--- src/rtl/fpu_resp_sequencer.sv ---
// In-order response sequencer: remembers which unit (APU/FPNEW) each granted
// request went to and returns unit responses to the core strictly in issue order.
module fpu_resp_sequencer #(
   parameter int DATA_WIDTH    = 32,
   parameter int FP_TYPE_WIDTH = 5,
   parameter int USFLAGS_WIDTH = 5,
   parameter int DEPTH         = 4,
   parameter int APU_ID        = 1,
   parameter int FPNEW_ID      = 0
) (
   input  logic                       clk,
   input  logic                       rst,
   input  logic                       core_req_i,
   output logic                       core_gnt_o,
   input  logic [FP_TYPE_WIDTH-1:0]   core_type_i,
   output logic                       demux_req_o,
   input  logic                       demux_gnt_i,
   input  logic                       apu_rvalid_i,
   output logic                       apu_rready_o,
   input  logic [DATA_WIDTH-1:0]      apu_rdata_i,
   input  logic [USFLAGS_WIDTH-1:0]   apu_rflags_i,
   input  logic                       fpnew_rvalid_i,
   output logic                       fpnew_rready_o,
   input  logic [DATA_WIDTH-1:0]      fpnew_rdata_i,
   input  logic [USFLAGS_WIDTH-1:0]   fpnew_rflags_i,
   output logic                       core_rvalid_o,
   input  logic                       core_rready_i,
   output logic [DATA_WIDTH-1:0]      core_rdata_o,
   output logic [USFLAGS_WIDTH-1:0]   core_rflags_o,
   output logic [$clog2(DEPTH+1)-1:0] outstanding_o
);

   localparam int PTR_W = $clog2(DEPTH);
   localparam int CNT_W = $clog2(DEPTH+1);

   // Handshakes: a transfer happens in a cycle where valid (req) and ready
   // (gnt) are both high; valid never depends on ready of the same channel.
   logic [DEPTH-1:0] id_mem;
   logic [PTR_W-1:0] rd_ptr;
   logic [PTR_W-1:0] wr_ptr;
   logic [CNT_W-1:0] count;

   logic full;
   logic empty;
   logic head_apu;
   logic type_apu;
   logic type_fpnew;
   logic push;
   logic pop;

   assign full       = (count == CNT_W'(DEPTH));
   assign empty      = (count == '0);
   assign head_apu   = id_mem[rd_ptr];
   assign type_apu   = (core_type_i == FP_TYPE_WIDTH'(APU_ID));
   assign type_fpnew = (core_type_i == FP_TYPE_WIDTH'(FPNEW_ID));

   assign demux_req_o = core_req_i & ~full;
   assign core_gnt_o  = demux_gnt_i & ~full;

   // Unknown types pass through to the demux but are never tracked.
   assign push = core_req_i & core_gnt_o & (type_apu | type_fpnew);
   assign pop  = core_rvalid_o & core_rready_i;

   assign outstanding_o = count;

   // Only the unit named by the FIFO head may hand over a response.
   always_comb begin
      core_rvalid_o  = 1'b0;
      core_rdata_o   = '0;
      core_rflags_o  = '0;
      apu_rready_o   = 1'b0;
      fpnew_rready_o = 1'b0;
      if (!empty) begin
         if (head_apu) begin
            core_rvalid_o = apu_rvalid_i;
            core_rdata_o  = apu_rdata_i;
            core_rflags_o = apu_rflags_i;
            apu_rready_o  = core_rready_i;
         end else begin
            core_rvalid_o  = fpnew_rvalid_i;
            core_rdata_o   = fpnew_rdata_i;
            core_rflags_o  = fpnew_rflags_i;
            fpnew_rready_o = core_rready_i;
         end
      end
   end

   always_ff @(posedge clk) begin
      if (rst) begin
         id_mem <= '0;
         rd_ptr <= '0;
         wr_ptr <= '0;
         count  <= '0;
      end else begin
         if (push) begin
            id_mem[wr_ptr] <= type_apu;
            wr_ptr         <= wr_ptr + PTR_W'(1);
         end
         if (pop) begin
            rd_ptr <= rd_ptr + PTR_W'(1);
         end
         case ({push, pop})
            2'b10:   count <= count + CNT_W'(1);
            2'b01:   count <= count - CNT_W'(1);
            default: count <= count;
         endcase
      end
   end

endmodule

--- config.mk ---
export PLATFORM = sky130hd
export DESIGN_NAME = fpu_resp_sequencer
export DESIGN_NICKNAME = d
export VERILOG_FILES = /design/src/rtl/fpu_resp_sequencer.sv
export SDC_FILE = /design/constraint.sdc
export NUM_CORES = 1
export LEC_CHECK = 0
export BUFFER_PORTS_ARGS = -buffer_cell sky130_fd_sc_hd__buf_2
export CAP_MARGIN = 40
export CORE_UTILIZATION = 35
export CTS_CLUSTER_DIAMETER = 50
export DETAILED_ROUTE_END_ITERATION = 7
export PLACE_DENSITY = 0.89
export SYNTH_ARGS = -nofsm -noshare
export SYNTH_HDL_FRONTEND = slang
export SYNTH_SLANG_ARGS = --single-unit
--- constraint.sdc ---
create_clock -name clk -period 3.5 [get_ports clk]
set_input_delay 0.35 -clock clk [delete_from_list [all_inputs] [get_ports clk]]
set_output_delay 0.35 -clock clk [all_outputs]
set_load 0.005 [all_outputs]
==> results.yml <==
min_path:
  min_from: "rst"
  hold_end: "wr_ptr[0]"
  hold_class: "in2reg"
  whs_path_depth: 2
worst_setup_path:
  startpoint_type: "register"
  crit_arrival_ns: 2.18
  critPathRequiredTime_ns: 3.15
  crit_fanout: 39
  rr_endpoint: "outstanding_o[2]"
  ff2ff_path_depth: 10
  worstSetupPathType: "reg2out"
  setup.worst_path.end_class: "output port"
  reg2reg_slack_ns: 1.02
  reg2reg_from: "rd_ptr[1]"
synth:
  synth_area_per_cell_um2: 7.892
  synth.cell_area_um2: 1231
  syn-num-nets: 248
  async_reset_ff_frac: 0
  synthCells: 156
  synth_top_cell_by_area: "mux2i_1"
  synth_cell_types: 28
  yosysWarnings: 0
  synth_edf_count: 0
  synth-seq-cells: 11
  yosysMostFrequentCell: "mux2i_1"
  yosys.area.top_type_share: 0.3821
  synth-seq-area-share: 0.1789
  synth_commonest_cells: "mux2i_1 (47), nor2_1 (46), dfxtp_1 (11), inv_1 (6)"
  synth_area_leaders: "mux2i_1 (38%), dfxtp_1 (18%), nor2_1 (14%), ha_1 (5.1%), nand2b_1 (2.5%)"
  ys_dominant_reg_cell: "dfxtp_1"
clocking:
  numCtsBuffers: 3
  htree_levels: 1
  postCtsSetupBuffers: 0
  clk_pin_slew_worst_paths_ns: 0.07
  worstSkewPairLatency_ns: 0.27
  cts_sinks: 11
  hold_buffers: 0
  clockBufferDepth: 2
  cts_tree: "yes"
  root_buffer: "clkbuf_4"
  post_cts_resized: 0
placement:
  pre_cts_slack_ns: 1.020
  io_buffers: 130
  place_congestion: 0.7637
  dp.final_hpwl_um: 3207
  dp_cells: 324
timing:
  worstMarginPinSlew_ns: 0.5931
  setup_tns_ns: 0
  max_freq_mhz: 394.7
  setup_viol: 0
  slew_viol_final: 0
  rsz0062_at_grt: "false"
  max-slew-margin-rel: 0.6046
  layout_min_cycle_time_ns: 2.533
  fin_worst_skew_ns: 0.005812
  timing.final.ws_setup_ns: 0.9665
  final_hold_viol_count: 0
  finalCritPeriodShare: 0.7238
routing:
  drtAntennaViolNets: 0
  remaining_drc_errors: 0
  first_iter_violations: 34
  via_count: 1510
  drt_pass1_iterations: 4
  wire_per_inst_um: 11.57
  routed_via_density: 4.604
  wirelength_um: 3794
status:
  status: "completed"
power:
  p_per_area_nw_per_um2: 154.7
  p_total_mw: 0.2984
  leakagePower_nw: 1.300
  ir_worst_vdd_v: 0.0001352
grt:
  grt_pass1_wl_um: 5250
  overflow: 0
  grt_max_degree: 40
  grt_use_total: 0.1934
  antenna_found_initial: 0
  grt_pass1_vias: 1283
floorplanning:
  fp-row-count: 21
  die_h_um: 61.31
  ioPinCount: 131
  dieArea_um2: 3759
  core_area_um2: 3363
  fp.dieW_um: 61.31
  initial_core_util: 0.3661
finish:
  diodes: 0
  finish.utilization: 0.5733
  fin_nets: 375
  drive_gt1_frac: 0.4929
  syn_to_final_growth_pct: 56.61
  fin_cells: 328
run:
  drv_cap: 0
per-layer routing:
metal,up-vias,global-route usage,part of all wire
met4,0,0.05844,0.0071
met2,56,0.3665,0.54
met1,676,0.2110,0.39
met5,-,0,0
met3,2,0.04622,0.065
li1,776,-,-
report_power, final:
| group | switching (mW) | total (mW) | internal [mW] |
|---|---|---|---|
| sequential | 0.000608 | 0.126 | 0.126 |
| combinational | 0.0324 | 0.0842 | 0.0518 |
| clock | 0.0438 | 0.0880 | 0.0441 |
through the flow:
stage / hold WS [ns] / area, um2
detailed placement: 0.4738 / 1902
finish: 0.3942 / 1928
global placement: 0.4713 / 1902
floorplan: 0.4511 / 1231
global route: 0.4138 / 1928
CTS: 0.3889 / 1928
registers in the layout, summed over array words and instances, names as in the netlist:
name and count:
id_mem 4, outstanding_o 3, rd_ptr 2, wr_ptr 2
worst max-delay path, stage by stage (launching register included):
cell and delay (ns):
dfxtp_1 0.40, mux2i_1 0.30, mux2_2 0.22, buf_4 0.49, mux2i_1 0.27, nor2_1 0.06, buf_2 0.14
layout by cell type, fill, tap and decap left out:
master / Yosys / final
inv_1: 6 / 6
o21ai_0: 1 / 1
nor2_1: 46 / 46
nor3b_2: 1 / 1
dfxtp_1: 11 / 11
mux2_2: 2 / 2
a21oi_1: 2 / 2
and4_1: 1 / 1
xnor2_1: 1 / 1
buf_2: 1 / 130
ha_1: 5 / 5
clkbuf_1: 5 / 1
fa_1: 1 / 1
nor2b_1: 2 / 2
buf_4: 3 / 2
clkbuf_4: 0 / 3
nor3b_1: 1 / 1
nand3b_1: 1 / 1
nor4_1: 1 / 1
or3b_1: 1 / 1
o21bai_1: 1 / 1
nand2b_1: 5 / 5
and2_1: 2 / 2
or3_1: 1 / 1
xor2_1: 2 / 2
mux2i_1: 47 / 47
nand2_1: 4 / 4
nor3_2: 0 / 1
cell families (layout without fill, tap and decap cells):
kind of cell	after synthesis	count (layout)	synth area share
fa+ha+maj	6	6	0.06707
xor+xnor	3	3	0.02135
buf+inv	16	142	0.06504
simple gates	67	67	0.2490
mux	49	49	0.4004
compound gates	4	4	0.01829
flops	11	11	0.1789
final cells by class:
type	instances	area, um2
fill	342	1435
multi-input combinational	129	935.9
timing repair buffer	132	665.6
sequential	11	220.2
tap	46	57.56
clock buffer	4	26.28
inverter	6	22.52
worst max-delay path by stage:
stage                startpoint          endpoint  slack, ns
3_5_place_dp          rd_ptr[1]  outstanding_o[2]       1.02
5_1_grt               rd_ptr[1]  core_rdata_o[17]       0.73
4_1_cts               rd_ptr[1]  core_rdata_o[17]       0.93
6_report              rd_ptr[1]  core_rdata_o[19]       0.97
2_1_floorplan         rd_ptr[1]  outstanding_o[2]       1.08
3_3_place_gp   outstanding_o[2]  outstanding_o[2]       1.14
Power figures use the tool's default switching activity.
